$ cat src/rtl/node_scheduler_pkg.sv
// ---------------------------------------------------------------------------
// node_pkg
// Shared definitions for the time-multiplexed leaky integrate-and-fire
// scheduler: FSM state encoding, default width / threshold constants and the
// saturating add-and-leak arithmetic used by the shared datapath.
// ---------------------------------------------------------------------------
package node_pkg;

    localparam int NODE_W          = 8;
    localparam int NODE_THRESH_RST = 32;

    typedef enum logic [1:0] {
        FSM_IDLE = 2'd0,
        FSM_EVAL = 2'd1,
        FSM_DONE = 2'd2
    } fsm_e;

    // next = cur + (st >> 1), computed one bit wider than w and clamped to
    // 2^w - 1. Operands are zero-extended to 32 bits so any w <= 31 fits.
    function automatic logic [31:0] sat_add_leak(input logic [31:0] cur,
                                                 input logic [31:0] st,
                                                 input int          w);
        logic [32:0] sum_s;
        logic [32:0] max_s;
        sum_s = {1'b0, cur} + {2'b00, st[31:1]};
        max_s = (33'd1 << w) - 33'd1;
        if (sum_s > max_s) begin
            return max_s[31:0];
        end else begin
            return sum_s[31:0];
        end
    endfunction

endpackage

$ cat src/rtl/node_scheduler_if.sv
// ---------------------------------------------------------------------------
// node_scheduler_if
// Bundles the tick/current input, threshold configuration port, debug read
// port and status outputs of node_scheduler.
//   master : drives tick, current_in, cfg_*, rd_addr; observes results
//   slave  : the scheduler itself
// ---------------------------------------------------------------------------
interface node_scheduler_if #(
    parameter int N_NODES = 4,
    parameter int W       = 8
);
    localparam int IDX_W = $clog2(N_NODES);

    logic                   tick;
    logic [N_NODES*W-1:0]   current_in;
    logic                   cfg_we;
    logic [IDX_W-1:0]       cfg_addr;
    logic [W-1:0]           cfg_thresh;
    logic [IDX_W-1:0]       rd_addr;
    logic [W-1:0]           rd_state;
    logic [N_NODES-1:0]     spikes;
    logic                   busy;
    logic                   done;
    logic                   overrun;

    modport master (
        output tick, current_in, cfg_we, cfg_addr, cfg_thresh, rd_addr,
        input  rd_state, spikes, busy, done, overrun
    );

    modport slave (
        input  tick, current_in, cfg_we, cfg_addr, cfg_thresh, rd_addr,
        output rd_state, spikes, busy, done, overrun
    );
endinterface

$ cat src/rtl/node_scheduler_datapath.sv
// ---------------------------------------------------------------------------
// node_datapath
// Combinational leaky integrate-and-fire step for one node.
//   cur    : input current of the node
//   state  : stored membrane state of the node
//   thresh : spike threshold of the node
//   sum    : saturated cur + (state >> 1)
//   spike  : sum >= thresh (unsigned)
// ---------------------------------------------------------------------------
module node_datapath
    import node_pkg::*;
#(
    parameter int W = NODE_W
) (
    input  logic [W-1:0] cur,
    input  logic [W-1:0] state,
    input  logic [W-1:0] thresh,
    output logic [W-1:0] sum,
    output logic         spike
);

    // Result never exceeds 2^W - 1, so the truncating cast is lossless.
    assign sum   = W'(sat_add_leak(32'(cur), 32'(state), W));
    assign spike = (sum >= thresh);

endmodule

$ cat src/rtl/node_scheduler.sv
// ---------------------------------------------------------------------------
// node_scheduler
// Shares one node_datapath among N_NODES virtual neurons. A tick accepted in
// IDLE captures all currents and sweeps the nodes one per clock; the spike
// vector is published when the last node has been evaluated.
// Ports:
//   clk, rst : clock (rising edge) and asynchronous active-high reset
//   bus      : node_scheduler_if slave (tick/current, threshold config,
//              debug state read, spikes/busy/done/overrun status)
// Build option: NODE_SCHED_REFRACTORY_EN adds per-node refractory counters
// (state forced to 0 and spikes suppressed for REFRAC_TICKS sweeps after a
// spike).
// ---------------------------------------------------------------------------
module node_scheduler
    import node_pkg::*;
#(
    parameter int N_NODES      = 4,
    parameter int W            = NODE_W,
    parameter int REFRAC_TICKS = 2
) (
    input  logic              clk,
    input  logic              rst,
    node_scheduler_if.slave   bus
);

    localparam int         IDX_W  = $clog2(N_NODES);
    localparam logic [1:0] S_IDLE = FSM_IDLE;
    localparam logic [1:0] S_EVAL = FSM_EVAL;
    localparam logic [1:0] S_DONE = FSM_DONE;

    logic [1:0]                  fsm_r;
    logic [1:0]                  fsm_nx_s;
    logic [IDX_W-1:0]            idx_r;
    logic [N_NODES-1:0][W-1:0]   cur_r;
    logic [W-1:0]                st_r [N_NODES];
    logic [W-1:0]                th_r [N_NODES];
    logic [N_NODES-1:0]          acc_r;
    logic [N_NODES-1:0]          spikes_r;
    logic [N_NODES-1:0]          spikes_fin_s;
    logic                        busy_r;
    logic                        done_r;
    logic                        overrun_r;
    logic                        last_s;
    logic [W-1:0]                sum_s;
    logic                        spike_raw_s;
    logic [W-1:0]                st_wr_s;
    logic                        spike_s;
    logic [W-1:0]                rd_state_s;

`ifdef NODE_SCHED_REFRACTORY_EN
    localparam int RC_W = $clog2(REFRAC_TICKS + 1) + 1;
    logic [RC_W-1:0]             rc_r [N_NODES];
    logic [RC_W-1:0]             rc_nx_s;
`endif

    assign last_s = (idx_r == IDX_W'(N_NODES - 1));

    node_datapath #(.W(W)) u_dp (
        .cur    (cur_r[idx_r]),
        .state  (st_r[idx_r]),
        .thresh (th_r[idx_r]),
        .sum    (sum_s),
        .spike  (spike_raw_s)
    );

    // Value written back and spike recorded for the node under evaluation.
    always_comb begin
        st_wr_s = sum_s;
        spike_s = spike_raw_s;
`ifdef NODE_SCHED_REFRACTORY_EN
        rc_nx_s = rc_r[idx_r];
        if (rc_r[idx_r] != '0) begin
            st_wr_s = '0;
            spike_s = 1'b0;
            rc_nx_s = rc_r[idx_r] - RC_W'(1);
        end else if (spike_raw_s) begin
            st_wr_s = '0;
            rc_nx_s = RC_W'(REFRAC_TICKS);
        end else begin
            rc_nx_s = rc_r[idx_r];
        end
`endif
    end

    // Final spike vector: accumulated bits with the last node's result merged.
    always_comb begin
        spikes_fin_s        = acc_r;
        spikes_fin_s[idx_r] = spike_s;
    end

    // FSM next-state decode.
    always_comb begin
        fsm_nx_s = fsm_r;
        case (fsm_r)
            S_IDLE: begin
                if (bus.tick) begin
                    fsm_nx_s = S_EVAL;
                end else begin
                    fsm_nx_s = S_IDLE;
                end
            end
            S_EVAL: begin
                if (last_s) begin
                    fsm_nx_s = S_DONE;
                end else begin
                    fsm_nx_s = S_EVAL;
                end
            end
            S_DONE:  fsm_nx_s = S_IDLE;
            default: fsm_nx_s = S_IDLE;
        endcase
    end

    // FSM, sweep index, captured currents and status/spike output registers.
    always_ff @(posedge clk or posedge rst) begin
        if (rst) begin
            fsm_r    <= S_IDLE;
            idx_r    <= '0;
            cur_r    <= '0;
            acc_r    <= '0;
            spikes_r <= '0;
            busy_r   <= 1'b0;
            done_r   <= 1'b0;
        end else begin
            fsm_r  <= fsm_nx_s;
            busy_r <= (fsm_nx_s != S_IDLE);
            done_r <= (fsm_r == S_EVAL) && last_s;
            case (fsm_r)
                S_IDLE: begin
                    if (bus.tick) begin
                        cur_r <= bus.current_in;
                        idx_r <= '0;
                    end
                end
                S_EVAL: begin
                    acc_r[idx_r] <= spike_s;
                    if (last_s) begin
                        idx_r    <= '0;
                        spikes_r <= spikes_fin_s;
                    end else begin
                        idx_r <= idx_r + IDX_W'(1);
                    end
                end
                default: begin
                    idx_r <= '0;
                end
            endcase
        end
    end

    // State register file (plus refractory counters): written by evaluation.
    always_ff @(posedge clk or posedge rst) begin
        if (rst) begin
            for (int i = 0; i < N_NODES; i++) begin
                st_r[i] <= '0;
`ifdef NODE_SCHED_REFRACTORY_EN
                rc_r[i] <= '0;
`endif
            end
        end else if (fsm_r == S_EVAL) begin
            st_r[idx_r] <= st_wr_s;
`ifdef NODE_SCHED_REFRACTORY_EN
            rc_r[idx_r] <= rc_nx_s;
`endif
        end
    end

    // Threshold register file: writable in any state; out-of-range ignored.
    // A same-cycle write to the node being evaluated only affects later sweeps
    // because the datapath reads the registered value.
    always_ff @(posedge clk or posedge rst) begin
        if (rst) begin
            for (int i = 0; i < N_NODES; i++) begin
                th_r[i] <= W'(NODE_THRESH_RST);
            end
        end else if (bus.cfg_we && ({1'b0, bus.cfg_addr} < (IDX_W + 1)'(N_NODES))) begin
            th_r[bus.cfg_addr] <= bus.cfg_thresh;
        end
    end

    // Sticky overrun flag: a tick that arrives outside IDLE.
    always_ff @(posedge clk or posedge rst) begin
        if (rst) begin
            overrun_r <= 1'b0;
        end else if (bus.tick && (fsm_r != S_IDLE)) begin
            overrun_r <= 1'b1;
        end
    end

    // Debug read port is combinational by design.
    always_comb begin
        if ({1'b0, bus.rd_addr} < (IDX_W + 1)'(N_NODES)) begin
            rd_state_s = st_r[bus.rd_addr];
        end else begin
            rd_state_s = '0;
        end
    end

    assign bus.rd_state = rd_state_s;
    assign bus.spikes   = spikes_r;
    assign bus.busy     = busy_r;
    assign bus.done     = done_r;
    assign bus.overrun  = overrun_r;

endmodule

$ cat src/flat_wrapper.sv
// flat-port wrapper written by rule: the top's interface ports become plain ports
module node_scheduler_flat import node_pkg::*;
#(
    parameter int N_NODES      = 4,
    parameter int W            = NODE_W,
    parameter int REFRAC_TICKS = 2
)
  (clk, rst, bus_tick, bus_current_in, bus_cfg_we, bus_cfg_addr, bus_cfg_thresh, bus_rd_addr, bus_rd_state, bus_spikes, bus_busy, bus_done, bus_overrun);
  node_scheduler_if #(.N_NODES(N_NODES), .W(W)) bus_i ();
  input  logic clk;
  input  logic rst;
  input wire logic [$bits(bus_i.tick)-1:0] bus_tick;
  input wire logic [$bits(bus_i.current_in)-1:0] bus_current_in;
  input wire logic [$bits(bus_i.cfg_we)-1:0] bus_cfg_we;
  input wire logic [$bits(bus_i.cfg_addr)-1:0] bus_cfg_addr;
  input wire logic [$bits(bus_i.cfg_thresh)-1:0] bus_cfg_thresh;
  input wire logic [$bits(bus_i.rd_addr)-1:0] bus_rd_addr;
  output wire logic [$bits(bus_i.rd_state)-1:0] bus_rd_state;
  output wire logic [$bits(bus_i.spikes)-1:0] bus_spikes;
  output wire logic [$bits(bus_i.busy)-1:0] bus_busy;
  output wire logic [$bits(bus_i.done)-1:0] bus_done;
  output wire logic [$bits(bus_i.overrun)-1:0] bus_overrun;
  assign bus_i.tick = bus_tick;
  assign bus_i.current_in = bus_current_in;
  assign bus_i.cfg_we = bus_cfg_we;
  assign bus_i.cfg_addr = bus_cfg_addr;
  assign bus_i.cfg_thresh = bus_cfg_thresh;
  assign bus_i.rd_addr = bus_rd_addr;
  assign bus_rd_state = bus_i.rd_state;
  assign bus_spikes = bus_i.spikes;
  assign bus_busy = bus_i.busy;
  assign bus_done = bus_i.done;
  assign bus_overrun = bus_i.overrun;
  node_scheduler #(.N_NODES(N_NODES), .W(W), .REFRAC_TICKS(REFRAC_TICKS)) u_core (.clk(clk), .rst(rst), .bus(bus_i));
endmodule
$ cat config.mk
export PLATFORM = sky130hd
export DESIGN_NAME = node_scheduler_flat
export DESIGN_NICKNAME = d
export VERILOG_FILES = /design/src/rtl/node_scheduler_pkg.sv /design/src/rtl/node_scheduler_if.sv /design/src/rtl/node_scheduler_datapath.sv /design/src/rtl/node_scheduler.sv /design/src/flat_wrapper.sv
export SDC_FILE = /design/constraint.sdc
export NUM_CORES = 1
export LEC_CHECK = 0
export CORE_ASPECT_RATIO = 1.25
export CORE_MARGIN = 2
export CORE_UTILIZATION = 38
export DETAILED_ROUTE_END_ITERATION = 6
export GPL_TIMING_DRIVEN = 0
export PLACE_DENSITY = 0.6
export REMOVE_ABC_BUFFERS = 1
export SETUP_SLACK_MARGIN = 0.3
export SYNTH_ARGS = -nofsm -noshare
export SYNTH_HDL_FRONTEND = slang
export SYNTH_HIERARCHICAL = 1
export SYNTH_SLANG_ARGS = --single-unit
$ cat constraint.sdc
create_clock -name clk -period 6.4 [get_ports clk]
set_input_delay 1.6 -clock clk [delete_from_list [all_inputs] [get_ports clk]]
set_output_delay 1.6 -clock clk [all_outputs]
set_load 0.1 [all_outputs]
==> results.yml <==
clocking:
  cts_htree_levels: 3
  clkSlewWorstSetupHoldPaths_ps: 70
  cts_resized: 0
  cts_tree: "built"
  cts_buffer_depth: 2
  hold_buffers: 0
  clock_latency_ps: 350
  root_buffer: "clkbuf_16"
  cts_buffers: 9
  post-cts-setup-buffer-count: 0
  cts.sinks: 109
layout:
  nets: 495
  syn_to_final_growth_pct: 20.0
  drive_gt1_share_pct: 40.0
  fin_area_um2: 6670
  antenna-diode-count: 0
detailed_routing:
  vias: 3245
  drcViolationCount: 0
  vias_per_cell: 5.32
  wl_per_cell_um: 18.3
  drt-pass1-iter-count: 4
  wl_um: 11200
  antenna_left: 0
  drtIter0Drc: 91
die:
  core_area_um2: 14300
  dieWidth_um: 112
  design.die.area_um2: 15600
  row_count: 49
  io_pins: 63
  die_h_um: 139
  initial_utilization_pct: 38.7
timing:
  maxSlewHeadroom_pct: 34.7
  hold_viol: 0
  tightest_slew_ps: 976
  fin_crit_ps: 5680
  max_clock_freq_mhz: 176
  report.final.slew_viol_count: 0
  fin_crit_sh_pct: 88.8
  setup_viol: 0
  grt_setup_unrepaired: "no"
  clock_skew_ps: 8.99
hold_path:
  hold_class: "reg2reg"
critical_path:
  worst_ep_required_time_ps: 4800
  critPathKind: "in2out"
  start_kind: "input port"
  endpoint_kind: "output port"
  worstPathMaxFanout: 8
  arrival_ps: 4080
run_status:
  status: "finished clean"
logic_synthesis:
  synth_area_per_cell_um2: 15.2
  synth.yosys.warnings: 6
  synth_area_um2: 5560
  synth_cells: 365
global_routing:
  track_usage_pct: 15.2
  grt_pass1_wl_um: 18500
  grt_pass1_vias: 3433
  antenna_found_initial: 0
  grt_max_degree: 62
  overflow: 0
placement:
  dpl.hpwl_um: 7910
  port_buffers: 62
  routabilityCongestion: 0.763
  place_area_um2: 6370
job:
  cap_violations: 0
==> through the flow <==
| step | utilization (%) | cells | worst slack, ps | hold slack [ps] | TNS [ps] |
|---|---|---|---|---|---|
| after floorplan | - | 351 | 1120 | 453 | 0 |
| after global placement | 43.9 | 591 | -73.9 | 458 | -197 |
| after detailed placement | 44.4 | 594 | 499 | 453 | 0 |
| after CTS | 46.5 | 610 | 463 | 474 | 0 |
| after global routing | 46.5 | 610 | 437 | 509 | 0 |
| final | 46.5 | 610 | 719 | 476 | 0 |
==> registers in the layout, indices dropped and copies added, names as in the netlist <==
signal              count
u_core/bus.done         1
u_core/cur_r           32
u_core/acc_r            3
u_core/bus.overrun      1
u_core/bus.busy         1
u_core/bus.spikes       4
u_core/idx_r            2
u_core/th_r            32
u_core/st_r            32
u_core/fsm_r            1
==> worst max-delay path, cell delays in order <==
cell,delay (ps)
clkdlybuf4s50_1,880
mux4_2,610
clkdlybuf4s50_1,990
==> worst paths after layout <==
path | depth (start not counted) | start | slack (ps) | to
max in group asynchronous | 3 | rst | 4000 | u_core/st_r[28]$_DFFE_PP0P_
min in group asynchronous | 2 | rst | 1690 | u_core/th_r[14]$_DFFE_PP0P_
worst max-delay path | 3 | bus_rd_addr[0] | 720 | bus_rd_state[7]
worst max register to register | 12 | u_core/idx_r[1]$_DFFE_PP0P_ | 900 | u_core/bus.spikes[1]$_DFFE_PP0P_
worst min register to register | 1 | u_core/bus.overrun$_DFFE_PP0P_ | 480 | u_core/bus.overrun$_DFFE_PP0P_
worst min-delay path | 1 | u_core/bus.overrun$_DFFE_PP0P_ | 480 | u_core/bus.overrun$_DFFE_PP0P_
==> cell type report <==
type                       instances  area, um^2
clock buffer                       9         225
fill                            1317        7680
sequential                       109        2740
timing repair buffer              65         683
tap                              178         223
clock inverter                     7        76.3
multi-input combinational        229        2680
inverter                          13        51.3
==> per-layer routing <==
metal	GRT usage (%)	part of all wire [%]	vias up
met5	0	0	-
met2	26.9	54	50
met1	18.9	42	1701
li1	-	-	1484
met4	4.62	1.2	0
met3	2.92	3.5	10
==> placed cells by master, fill, tap and decap left out, types with 3 or more instances in the layout <==
master	instances
dfstp_2	4
nor2_1	9
nand2_1	10
a21o_1	3
nand3b_4	3
clkinv_4	3
clkdlybuf4s50_1	62
mux2_2	104
nand2b_1	5
a21oi_1	3
or3b_1	3
ha_1	19
o21ai_0	4
dfrtp_1	103
nand3b_1	3
inv_1	12
clkbuf_16	9
mux4_2	31
Power is not shown: default switching activity piles up to over one toggle a cycle in this logic, so the estimate is an artifact.
==> edit, RTL diff (same flow settings) <==
Set the package constant `NODE_W` to 10 (it was 8).
--- a/src/rtl/node_scheduler_pkg.sv
+++ b/src/rtl/node_scheduler_pkg.sv
@@ -6,7 +6,7 @@
 // ---------------------------------------------------------------------------
 package node_pkg;
 
-    localparam int NODE_W          = 8;
+    localparam int NODE_W          = 10;
     localparam int NODE_THRESH_RST = 32;
 
     typedef enum logic [1:0] {
Ports: changed (resized bus_cfg_thresh, bus_current_in and bus_rd_state); port bits go from 63 to 75. The function was not compared with the original's and may differ.
==> edit against the unedited design <==
- hold slack worse by 0.0092 ns
- synthesized cell count is 24% higher
- synthesized area is 25% higher
- non-clock buffer count is 14 higher
- worst setup slack worse by 0.13 ns
- sequential cell count is 24 higher
- routed wire length is 26% higher
- clock skew is 0.0027 ns lower
- final area is 27% higher
- largest cell class is now multi-input gates
Power is left out: the tool's default activity adds up to more than one toggle a clock period on the data nets, which glitch-free logic cannot reach.
==> edit: results (changes against the unedited design) <==
R2R Setup Slk - 1.28 ns (+0.38 ns)
Root Driver - clkbuf_16
Routed WL per cell - 18.3 um (-0.30%)
vias per inst - 5.27 (-1.0%)
total CTS buffers - 17 (+8)
setup bufs post-CTS - 0 (unchanged)
Worst Skew - 0.00628 ns (-0.00271 ns)
post-placement cell area - 7890 um2 (+24%)
final hold slack - 0.467 ns (-0.00917 ns)
post-layout net count - 610 (+23%)
routability cong. - 0.792 (+3.9%)
Cells after DPL - 737 (+24%)
R2R Path End - u_core/bus.spikes[2]
outcome - completed
Filler Cell Count - 1570 (+19%)
routed vias - 4044 (+25%)
Worst-path clk slew - 0.05 ns (-0.02 ns)
Max FO, Critical Path - 10 (+2)
WP data arrival - 4.21 ns (+0.13 ns)
post-synthesis cell count - 453 (+24%)
final hold vios - 0 (unchanged)
Crit-path slowest cell - clkdlybuf4s50_1
initial antenna violation count - 0 (unchanged)
Synthesis Warnings - 6 (unchanged)
# diodes - 0 (unchanged)
reg2reg start - u_core/idx_r[0]
DR pass1 iterations - 4 (unchanged)
gr usage total - 0.155 (+0.00249)
vias in the first global route - 4439 (+29%)
layout cells sized above 1 - 0.407 (+0.00694)
slew margin rel. - 0.315 (-0.0327)
htree depth - 4 (+1)
min-delay worst type - reg -> reg
worst hold stages - 1 (unchanged)
first-pass GRT wire length - 23500 um (+27%)
HPWL Detailed - 9750 um (+23%)
Clk Latency, worst-skew pair - 0.42 ns (+0.07 ns)
R2R cell count - 18 (+6)
largest net degree at the start of global routing - 105 (+69%)
buffers added on ports - 74 (+19%)
Iteration-0 DRC Markers - 156 (+71%)
Largest regs - u_core/cur_r x40, u_core/st_r x40, u_core/th_r x40
hold endpoint - u_core/bus.overrun
crit-path leading delay family - buffers and inverters
cts repair resizes - 0 (unchanged)
Hold Crit Start - u_core/bus.overrun
-- edit: worst max path at each step --
| stage | startpoint | end | slack [ns] | depth (start not counted) |
|---|---|---|---|---|
| after floorplan | rst | u_core/acc_r[0] | 1.25 | 1 |
| after global placement | rst | u_core/cur_r[25] | -0.42 | 2 |
| after detailed placement | bus_rd_addr[0] | bus_rd_state[7] | 0.49 | 3 |
| after CTS | bus_rd_addr[0] | bus_rd_state[7] | 0.49 | 3 |
| after global routing | bus_rd_addr[0] | bus_rd_state[9] | 0.45 | 3 |
| final | bus_rd_addr[0] | bus_rd_state[7] | 0.59 | 3 |
-- edit: layout make-up --
type                       count  share of cell area
sequential                   133               0.393
tap                          228              0.0336
clock buffer                  19              0.0522
multi-input combinational    280               0.397
clock inverter                12              0.0181
inverter                      17             0.00811
timing repair buffer          79              0.0978
-- edit: stage by stage --
stage	worst slack [ns]	util	setup TNS, ns
2_1_floorplan	1.25	-	0
3_3_place_gp	-0.419	0.433	-52.29
3_5_place_dp	0.493	0.439	0
4_1_cts	0.489	0.472	0
5_1_grt	0.446	0.472	0
6_report	0.586	0.472	0
-- edit: routing by layer --
layer / global-route usage / share of wire
met5: 0 / 0
met4: 0.0460 / 0.013
met3: 0.0426 / 0.034
met2: 0.270 / 0.52
met1: 0.188 / 0.44
-- edit: worst reg2reg max path, stage by stage (launching register included) --
cell     delay, ns
dfrtp_2       0.71
buf_12        0.28
mux4_2        0.55
ha_1          0.27
inv_1         0.09
fa_1          0.23
nor2b_4       0.06
o31ai_1       0.37
a21oi_2       0.14
o21ai_4       0.28
o21ai_0       0.33
ha_1          0.40
a21o_1        0.18
a31oi_1       0.12
o21ai_0       0.14
nand4_1       0.11
a21oi_1       0.16
mux2_2        0.32
mux2_2        0.26
